**src/rtl/alu_param_if.sv**
```systemverilog
// alu_param_if: command/result bundle between the ALU and its driver.
// master drives commands and reads results; slave is the ALU side.
interface alu_param_if #(
    parameter int WIDTH = 8
);
    logic             alu_enable;
    logic             alu_enable_a;
    logic             alu_enable_b;
    logic [2:0]       alu_op_a;
    logic [1:0]       alu_op_b;
    logic [WIDTH-1:0] alu_in_a;
    logic [WIDTH-1:0] alu_in_b;
    logic             alu_irq_clr;
    logic [WIDTH-1:0] alu_out;
    logic [WIDTH-1:0] alu_out_hi;
    logic             alu_out_valid;
    logic             alu_busy;
    logic             alu_irq;
    logic [2:0]       alu_irq_status;

    modport master (
        output alu_enable, alu_enable_a, alu_enable_b,
        output alu_op_a, alu_op_b, alu_in_a, alu_in_b,
        output alu_irq_clr,
        input  alu_out, alu_out_hi, alu_out_valid,
        input  alu_busy, alu_irq, alu_irq_status
    );

    modport slave (
        input  alu_enable, alu_enable_a, alu_enable_b,
        input  alu_op_a, alu_op_b, alu_in_a, alu_in_b,
        input  alu_irq_clr,
        output alu_out, alu_out_hi, alu_out_valid,
        output alu_busy, alu_irq, alu_irq_status
    );
endinterface

```
**src/rtl/alu_param.sv**
```systemverilog
// alu_param: parametrised two-mode ALU with registered results, iterative
// shift-add multiplier (busy while running) and sticky irq status.
// Ports: alu_clk, alu_rst (sync, active-high), bus (alu_param_if.slave):
//   commands alu_enable/_a/_b, alu_op_a/_b, alu_in_a/_b, alu_irq_clr;
//   results alu_out, alu_out_hi, alu_out_valid, alu_busy, alu_irq,
//   alu_irq_status ([0] carry/borrow, [1] MUL hi nonzero, [2] illegal).
// Optional: define ALU_SAT_EN to saturate mode A ADD/SUB instead of wrap.
module alu_param #(
    parameter int WIDTH = 8
) (
    input logic        alu_clk,
    input logic        alu_rst,
    alu_param_if.slave bus
);

    localparam int CW = (WIDTH > 1) ? $clog2(WIDTH) : 1;

    typedef enum logic {
        ST_IDLE = 1'b0,
        ST_MUL  = 1'b1
    } state_e;

    state_e           state_q, state_d;
    logic [CW-1:0]    cnt_q, cnt_d;
    logic [WIDTH-1:0] mcand_q, mcand_d;
    logic [WIDTH-1:0] acc_hi_q, acc_hi_d;
    logic [WIDTH-1:0] acc_lo_q, acc_lo_d;
    logic [WIDTH-1:0] out_q, out_d;
    logic [WIDTH-1:0] out_hi_q, out_hi_d;
    logic             valid_q, valid_d;
    logic [2:0]       status_q, status_d;
    logic             irq_q, irq_d;

    logic             illegal;
    logic             acc_a;
    logic             acc_b;
    logic [2:0]       set;
    logic [WIDTH:0]   add_full;
    logic             borrow;
    logic [WIDTH-1:0] sub_res;
    logic [31:0]      shamt;
    logic [WIDTH:0]   step_sum;
    logic [WIDTH-1:0] step_hi;
    logic [WIDTH-1:0] step_lo;

    always_comb begin
        state_d  = state_q;
        cnt_d    = cnt_q;
        mcand_d  = mcand_q;
        acc_hi_d = acc_hi_q;
        acc_lo_d = acc_lo_q;
        out_d    = out_q;
        out_hi_d = out_hi_q;
        valid_d  = 1'b0;
        set      = 3'b000;

        illegal = bus.alu_enable & bus.alu_enable_a & bus.alu_enable_b;
        acc_a   = bus.alu_enable & bus.alu_enable_a & ~bus.alu_enable_b;
        acc_b   = bus.alu_enable & ~bus.alu_enable_a & bus.alu_enable_b;

        add_full = {1'b0, bus.alu_in_a} + {1'b0, bus.alu_in_b};
        borrow   = bus.alu_in_a < bus.alu_in_b;
        sub_res  = bus.alu_in_a - bus.alu_in_b;
        shamt    = 32'(bus.alu_in_b) % 32'(WIDTH);

        // One shift-add step: conditionally add the multiplicand into the
        // high half, then shift the whole {carry, hi, lo} right by one.
        step_sum = {1'b0, acc_hi_q}
                 + (acc_lo_q[0] ? {1'b0, mcand_q} : '0);
        step_hi  = step_sum[WIDTH:1];
        step_lo  = {step_sum[0], acc_lo_q[WIDTH-1:1]};

        unique case (state_q)
            ST_IDLE: begin
                unique case (1'b1)
                    illegal: set[2] = 1'b1;
                    acc_a: begin
                        valid_d  = 1'b1;
                        out_hi_d = '0;
                        unique case (bus.alu_op_a)
                            3'd0: begin
                                set[0] = add_full[WIDTH];
`ifdef ALU_SAT_EN
                                out_d = add_full[WIDTH] ? '1
                                      : add_full[WIDTH-1:0];
`else
                                out_d = add_full[WIDTH-1:0];
`endif
                            end
                            3'd1: begin
                                set[0] = borrow;
`ifdef ALU_SAT_EN
                                out_d = borrow ? '0 : sub_res;
`else
                                out_d = sub_res;
`endif
                            end
                            3'd2: out_d = bus.alu_in_a & bus.alu_in_b;
                            3'd3: out_d = bus.alu_in_a | bus.alu_in_b;
                            3'd4: out_d = bus.alu_in_a ^ bus.alu_in_b;
                            3'd5: out_d = ~bus.alu_in_a;
                            3'd6: out_d = bus.alu_in_a << shamt;
                            3'd7: out_d = bus.alu_in_a >> shamt;
                        endcase
                    end
                    acc_b: begin
                        unique case (bus.alu_op_b)
                            2'd0: begin
                                state_d  = ST_MUL;
                                cnt_d    = '0;
                                mcand_d  = bus.alu_in_a;
                                acc_hi_d = '0;
                                acc_lo_d = bus.alu_in_b;
                            end
                            2'd1: begin
                                valid_d  = 1'b1;
                                out_hi_d = '0;
                                out_d    = ~(bus.alu_in_a & bus.alu_in_b);
                            end
                            2'd2: begin
                                valid_d  = 1'b1;
                                out_hi_d = '0;
                                out_d    = ~(bus.alu_in_a | bus.alu_in_b);
                            end
                            2'd3: begin
                                valid_d  = 1'b1;
                                out_hi_d = '0;
                                out_d    = ~(bus.alu_in_a ^ bus.alu_in_b);
                            end
                        endcase
                    end
                    default: ;
                endcase
            end
            ST_MUL: begin
                // Commands are ignored here, including illegal mode.
                acc_hi_d = step_hi;
                acc_lo_d = step_lo;
                cnt_d    = cnt_q + CW'(1);
                if (cnt_q == CW'(WIDTH - 1)) begin
                    state_d  = ST_IDLE;
                    out_d    = step_lo;
                    out_hi_d = step_hi;
                    valid_d  = 1'b1;
                    set[1]   = |step_hi;
                end
            end
            default: state_d = ST_IDLE;
        endcase

        // A bit set this cycle survives a simultaneous clear.
        status_d = (bus.alu_irq_clr ? 3'b000 : status_q) | set;
        irq_d    = |status_d;
    end

    always_ff @(posedge alu_clk) begin
        if (alu_rst) begin
            state_q  <= ST_IDLE;
            cnt_q    <= '0;
            mcand_q  <= '0;
            acc_hi_q <= '0;
            acc_lo_q <= '0;
            out_q    <= '0;
            out_hi_q <= '0;
            valid_q  <= 1'b0;
            status_q <= 3'b000;
            irq_q    <= 1'b0;
        end else begin
            state_q  <= state_d;
            cnt_q    <= cnt_d;
            mcand_q  <= mcand_d;
            acc_hi_q <= acc_hi_d;
            acc_lo_q <= acc_lo_d;
            out_q    <= out_d;
            out_hi_q <= out_hi_d;
            valid_q  <= valid_d;
            status_q <= status_d;
            irq_q    <= irq_d;
        end
    end

    assign bus.alu_out        = out_q;
    assign bus.alu_out_hi     = out_hi_q;
    assign bus.alu_out_valid  = valid_q;
    assign bus.alu_busy       = (state_q == ST_MUL);
    assign bus.alu_irq        = irq_q;
    assign bus.alu_irq_status = status_q;

endmodule
```
**src/flat_wrapper.sv**
```systemverilog
// flat-port wrapper written by rule: the top's interface ports become plain ports
module alu_param_flat 
#(
    parameter int WIDTH = 8
)
  (alu_clk, alu_rst, bus_alu_enable, bus_alu_enable_a, bus_alu_enable_b, bus_alu_op_a, bus_alu_op_b, bus_alu_in_a, bus_alu_in_b, bus_alu_irq_clr, bus_alu_out, bus_alu_out_hi, bus_alu_out_valid, bus_alu_busy, bus_alu_irq, bus_alu_irq_status);
  alu_param_if #(.WIDTH(WIDTH)) bus_i ();
  input logic alu_clk;
  input logic alu_rst;
  input wire logic [$bits(bus_i.alu_enable)-1:0] bus_alu_enable;
  input wire logic [$bits(bus_i.alu_enable_a)-1:0] bus_alu_enable_a;
  input wire logic [$bits(bus_i.alu_enable_b)-1:0] bus_alu_enable_b;
  input wire logic [$bits(bus_i.alu_op_a)-1:0] bus_alu_op_a;
  input wire logic [$bits(bus_i.alu_op_b)-1:0] bus_alu_op_b;
  input wire logic [$bits(bus_i.alu_in_a)-1:0] bus_alu_in_a;
  input wire logic [$bits(bus_i.alu_in_b)-1:0] bus_alu_in_b;
  input wire logic [$bits(bus_i.alu_irq_clr)-1:0] bus_alu_irq_clr;
  output wire logic [$bits(bus_i.alu_out)-1:0] bus_alu_out;
  output wire logic [$bits(bus_i.alu_out_hi)-1:0] bus_alu_out_hi;
  output wire logic [$bits(bus_i.alu_out_valid)-1:0] bus_alu_out_valid;
  output wire logic [$bits(bus_i.alu_busy)-1:0] bus_alu_busy;
  output wire logic [$bits(bus_i.alu_irq)-1:0] bus_alu_irq;
  output wire logic [$bits(bus_i.alu_irq_status)-1:0] bus_alu_irq_status;
  assign bus_i.alu_enable = bus_alu_enable;
  assign bus_i.alu_enable_a = bus_alu_enable_a;
  assign bus_i.alu_enable_b = bus_alu_enable_b;
  assign bus_i.alu_op_a = bus_alu_op_a;
  assign bus_i.alu_op_b = bus_alu_op_b;
  assign bus_i.alu_in_a = bus_alu_in_a;
  assign bus_i.alu_in_b = bus_alu_in_b;
  assign bus_i.alu_irq_clr = bus_alu_irq_clr;
  assign bus_alu_out = bus_i.alu_out;
  assign bus_alu_out_hi = bus_i.alu_out_hi;
  assign bus_alu_out_valid = bus_i.alu_out_valid;
  assign bus_alu_busy = bus_i.alu_busy;
  assign bus_alu_irq = bus_i.alu_irq;
  assign bus_alu_irq_status = bus_i.alu_irq_status;
  alu_param #(.WIDTH(WIDTH)) u_core (.alu_clk(alu_clk), .alu_rst(alu_rst), .bus(bus_i));
endmodule
```
**config.mk**
```make
export PLATFORM = sky130hd
export DESIGN_NAME = alu_param_flat
export DESIGN_NICKNAME = d
export VERILOG_FILES = /design/src/rtl/alu_param_if.sv /design/src/rtl/alu_param.sv /design/src/flat_wrapper.sv
export SDC_FILE = /design/constraint.sdc
export NUM_CORES = 1
export LEC_CHECK = 0
export CORE_MARGIN = 2
export CORE_UTILIZATION = 55
export CTS_BUF_LIST = sky130_fd_sc_hd__clkbuf_4
export CTS_CLUSTER_SIZE = 12
export DETAILED_ROUTE_END_ITERATION = 16
export PLACE_DENSITY = 0.82
export SETUP_SLACK_MARGIN = 0.2
export SLEW_MARGIN = 25
export SYNTH_ARGS = -nofsm -noshare
export SYNTH_HDL_FRONTEND = slang
export SYNTH_SLANG_ARGS = --single-unit
```
**constraint.sdc**
```tcl
create_clock -name alu_clk -period 3.2 [get_ports alu_clk]
set_clock_uncertainty 0.1 [all_clocks]
set_input_delay 0.96 -clock alu_clk [delete_from_list [all_inputs] [get_ports alu_clk]]
set_output_delay 0.96 -clock alu_clk [all_outputs]
set_load 0.05 [all_outputs]
```
* Word-level counts from Yosys, hierarchy flattened
Cells that the tools add are included.
** Word-level totals
- Logic and storage cells :: 94
- Flip-flop bits (word level) :: 49
- Output and inout port bits :: 22
** Operators by class
- Reduce and logical (&&, ||, !) cells :: 9
- Equality and inequality tests :: 17
- $add $sub $neg :: 4
- Shifts and indexed selects :: 2
- Muxes and demuxes :: 35
- $lt $le $gt $ge :: 1
- Bitwise logic cells :: 16
** Operators by type and width (number)
- case mux 8 bit (2 select lines) :: 6
- two-way mux 8 bit :: 8
- case mux 8 bit (8 select lines) :: 1
- NOT 8 bit :: 4
- case mux 8 bit (3 select lines) :: 1
- equality test 3 bit, second input constant :: 5
- two-way mux 1 bit :: 11
- adder 8 x 8 -> 9 bit :: 1
- adder 8 x 9 -> 9 bit :: 1
- two-way mux 3 bit :: 3
- AND reduction 3 bit :: 3
- AND 8 bit :: 1
- < comparator 8 bit :: 1
- bitwise OR 8 bit :: 1
- case mux 1 bit (2 select lines) :: 4
- OR reduction 8 bit :: 1
- << shifter 8 x 3 -> 8 bit :: 1
- >> shifter 8 x 3 -> 8 bit :: 1
- subtractor 8 bit :: 1
- bitwise XOR 8 bit :: 1
- equality test 3 x 2 -> 1 bit, second input constant :: 2
- case mux 3 bit (2 select lines) :: 1
- OR reduction 3 bit :: 2
- AND 1 bit :: 5
- 14 further kinds :: 18

* Depth between registers and ports, before layout
- Depth after elaboration :: 7
- Mapped depth :: 10
- Gate-level depth less buffers :: 10

* Worst setup path before layout
No wires, ideal clock.
- Kind :: input to register
- Start :: input bus_alu_in_b[2]
- End :: register u_core.out_q[7] (netlist: u_core.bus.alu_out[7])
- Buffers on the path :: 2
- Data required time :: 2.969 ns
- Stages on the path :: 10
- Path slack :: 0.171 ns
- Arrival time :: 2.799 ns
- Library setup time :: 0.131 ns
- Cell sequence :: clkbuf_1 inv_1 ha_1 buf_2 nor3_1 a2111oi_0 nor3_1 xnor2_1 a221oi_2 o22ai_1
** Between the ends
- Longest elaborated chain between the ends :: 4
- Elaborated cells between the ends (all ways) :: 7
- Classes of those cells :: 2 x add/sub; 2 x shift; 3 x mux
** Ends and longest elaborated chain
- start: declaration :: line flat_wrapper.sv:16 : input wire logic [$bits(bus_i.alu_in_b)-1:0] bus_alu_in_b;
- subtractor 8 bit, or another cell as far along :: line alu_param.sv:63 : sub_res = bus.alu_in_a - bus.alu_in_b;
- case mux 8 bit (8 select lines) (*) :: line alu_param.sv:80 : unique case (bus.alu_op_a)
- case mux 8 bit (2 select lines) (*) :: line alu_param.sv:75 : unique case (1'b1)
- case mux 8 bit (2 select lines) (*) :: line alu_param.sv:73 : unique case (state_q)
- end signal: assignment :: line alu_param.sv:174 : out_q <= out_d;
- end: declaration :: line alu_param.sv:28 : logic [WIDTH-1:0] out_q, out_d;
Every way passes the cells marked *; elsewhere a longest branch is shown, timed or not.
A chain may end at the register's enable or synchronous reset.

* Worst setup path after layout
- Start :: input bus_alu_in_a[2]
- End :: register u_core.out_q[5] (netlist: u_core.bus.alu_out[5])
** Between the ends
- Longest elaborated chain between the ends :: 4
- Elaborated cells between the ends (all ways) :: 7
- Classes of those cells :: 2 x add/sub; 2 x shift; 3 x mux
** Ends and longest elaborated chain
- start: declaration :: line flat_wrapper.sv:15 : input wire logic [$bits(bus_i.alu_in_a)-1:0] bus_alu_in_a;
- subtractor 8 bit, or another cell as far along :: line alu_param.sv:63
- case mux 8 bit (8 select lines) (*) :: line alu_param.sv:80
- case mux 8 bit (2 select lines) (*) :: line alu_param.sv:75
- case mux 8 bit (2 select lines) (*) :: line alu_param.sv:73
Marks and branches as above.

==> impl_metrics.env <==
export IMPL_via_count=4974
export IMPL_drt_initial_drc_count=368
export IMPL_grt_start_max_net_pins=60
export IMPL_crit_fanout=5
export IMPL_cts_tree="built"
export IMPL_grt_busiest_layer="met2"
export IMPL_finalCriticalPeriod_ps=2990
export IMPL_crit_type="input pin to flip-flop"
export IMPL_ant_nets=0
export IMPL_worstMarginPinSlew_ps=640
export IMPL_io_pins=49
export IMPL_cp_top_family="compound AO/OA/AOI/OAI gates"
export IMPL_p_leak_uw=0.00247
export IMPL_syn_nets=644
export IMPL_finalNetCount=751
export IMPL_drive_above_1_share=0.208
export IMPL_synth_cell_types=72
export IMPL_p_per_area_nw_per_um2=273
export IMPL_finalPower_uw=1590
export IMPL_critical_path_arrival_ps=3220
export IMPL_drt_pass1_iter_count=5
export IMPL_synth_edff_count=0
export IMPL_p_sw_uw=576
export IMPL_drv_slew=0
export IMPL_io_buffers=48
export IMPL_grt_use_met3=0.0564
export IMPL_gp_congestion=0.993
export IMPL_crit_path_start_kind="input pin"
export IMPL_overflow=0
export IMPL_die_h_um=93.2
export IMPL_final_common_cell="buf_4"
export IMPL_layout_common_cells="buf_4 (81), nor2_1 (70), a21oi_1 (48), dfxtp_1 (48)"
export IMPL_cts_buffer_depth=2
export IMPL_yosysWarnings=0
export IMPL_rows=32
export IMPL_core_area_um2=7730
export IMPL_grt_pass1_wl_mm=24.5
export IMPL_yosysSeqAreaShare=0.224
export IMPL_cp_cell_sequence="clkdlybuf4s50_1, buf_4, ha_1, buf_4, o21ai_1, o21ai_2, a21oi_1, xnor2_1, a2111o_1, o21ai_1"
export IMPL_die_area_um2=8690
export IMPL_ys_async_sr_fraction=0
export IMPL_start_util=0.567
export IMPL_internal_power_uw=1010
export IMPL_clockPowerShare=0.196
export IMPL_ys_flop_type="dfxtp_1"
export IMPL_syn_area_um2=4380
export IMPL_grt_pass1_vias=4771
export IMPL_avgViaCountPerCell=6.33
export IMPL_hold_ws_ps=388
export IMPL_antenna_found_initial=0
export IMPL_antennaDiodeCount=0
export IMPL_timing_setup_tns_ps=0
export IMPL_cts_sinks=49
export IMPL_drv_cap=0
export IMPL_die_w_um=93.2
export IMPL_ys_seq_elements=49
export IMPL_dp_hpwl_mm=11.5
export IMPL_cpPeakStageDelay_ps=440
export IMPL_cts_clk_slew_worst_paths_ps=150
export IMPL_ir_drop_mv=0.240
export IMPL_syn_area_per_cell_um2=7.60
export IMPL_grt_usage=0.361
export IMPL_clockRootBuffer="clkbuf_4"
export IMPL_final_period_utilization=0.935
export IMPL_status="finished clean"
export IMPL_area_growth_pct=32.7
export IMPL_slowest_stage="clkdlybuf4s50_1"
export IMPL_wl_mm=15.3
export IMPL_setup_viol=0
export IMPL_use_met1=0.503
export IMPL_combPwrFrac=0.404
export IMPL_rsz0062_at_grt="true"
export IMPL_hold_class="flip-flop to flip-flop"
export IMPL_wire_per_inst_um=19.4
export IMPL_drc=0
export IMPL_relSlewSlack=0.573
export IMPL_hold_viol_final=0
export IMPL_grt_use_met2=0.573
export IMPL_timing_fmax_mhz=334
export IMPL_cp_end_kind="flip-flop"
export IMPL_clock_insertion_delay_worst_skew_ps=380
export IMPL_seqPwrFrac=0.400
export IMPL_cp_num_buf_inv=3
export IMPL_numCtsBuffers=5
export IMPL_syn_inst=576
export IMPL_p_sw_frac=0.363
export IMPL_cts_htree_levels=2
export IMPL_cp_data_required_time_ps=3420
## kinds of logic (layout without fill, tap and decap cells)
| logic type | count (synthesis) | count (layout) | share of synthesized area |
|---|---|---|---|
| buf+inv | 74 | 182 | 0.0683 |
| compound gates | 177 | 177 | 0.275 |
| fa+ha+maj | 41 | 41 | 0.122 |
| simple gates | 203 | 203 | 0.223 |
| mux | 20 | 20 | 0.0631 |
| flops | 49 | 49 | 0.224 |
| xor+xnor | 12 | 12 | 0.0240 |
## cell usage after synthesis, types with 4 or more instances
cell	count	area share
o22ai_1	5	0.0071
a21oi_1	50	0.057
buf_2	8	0.0091
o21ai_1	4	0.0046
nand2b_1	9	0.013
dfxtp_1	49	0.22
xnor2_1	11	0.022
nand2_1	45	0.039
clkbuf_1	23	0.020
a22oi_1	10	0.017
o21ai_0	27	0.031
a221oi_1	11	0.022
a211o_1	4	0.0080
nand3_1	8	0.0091
o211ai_1	6	0.010
or3_1	7	0.010
and2_1	9	0.013
o21a_1	4	0.0069
nor2_1	70	0.060
mux4_2	6	0.031
nor3_1	26	0.030
a211oi_1	11	0.019
mux2i_1	13	0.030
o31ai_1	5	0.0086
inv_1	37	0.032
nor2b_1	9	0.013
ha_1	38	0.11
## layer usage
layer | up-vias | wire length [um]
met4 | 0 | 417
li1 | 2296 | -
met3 | 34 | 1300
met2 | 269 | 7040
met1 | 2375 | 6510
met5 | - | 0
## flip-flops by register name, summed over array words and instances, names as in the netlist
signal / cells
u_core.cnt_q: 3
u_core.bus.alu_busy: 1
u_core.mcand_q: 8
u_core.acc_hi_q: 8
u_core.bus.alu_irq: 1
u_core.bus.alu_out_valid: 1
u_core.bus.alu_irq_status: 3
u_core.bus.alu_out: 8
u_core.bus.alu_out_hi: 8
u_core.acc_lo_q: 8
## stage by stage
stage / std cells / util / area, um^2 / worst slack (ps)
after floorplan: 576 / - / 4380 / 210
after global placement: 777 / 0.714 / 5520 / -358
after detailed placement: 777 / 0.714 / 5520 / -409
after CTS: 786 / 0.736 / 5690 / 177
after global routing: 786 / 0.752 / 5810 / 166
final: 786 / 0.752 / 5810 / 207
## power by group through the flow
stage               registers, uW  logic, uW  clock network (uW)
CTS                           634        596                 310
floorplan                     679        285                   0
global route                  635        681                 334
finish                        634        640                 312
global placement              646        565                   0
detailed placement            647        570                   0
## worst min-delay path: cells and delay by family (launching register included)
family / cells / cell delay [ps]
flip-flops: 1 / 330
AO/OA/AOI/OAI: 2 / 120
## worst paths after layout
| check | to | from | slack [ps] | depth (start not counted) |
|---|---|---|---|---|
| hold / removal | u_core.mcand_q[5] | u_core.mcand_q[5] | 390 | 2 |
| hold reg to reg | u_core.mcand_q[5] | u_core.mcand_q[5] | 390 | 2 |
| setup reg to reg | u_core.bus.alu_irq | u_core.acc_lo_q[0] | 330 | 10 |
| setup / recovery | u_core.bus.alu_out[5] | bus_alu_in_a[2] | 210 | 10 |
## area by class of cell
class | instances | area [um^2]
Tap cell | 102 | 128
Clock inverter | 2 | 15.0
Clock buffer | 6 | 45.0
Sequential cell | 49 | 982
Timing Repair Buffer | 135 | 1180
Inverter | 39 | 149
Multi-Input combinational cell | 453 | 3320
Fill cell | 561 | 1910
## what timing repair did
item | 4_1_cts | 5_1_grt
hold buffers | 0 | 0
gates resized for setup | 22 | 24
endpoints found under the setup margin | 7 | 8
buffers inserted | 1 | 0
pin swaps | 7 | 13
hold endpoints to repair | 0 | 0
Power figures use the tool's default switching activity.
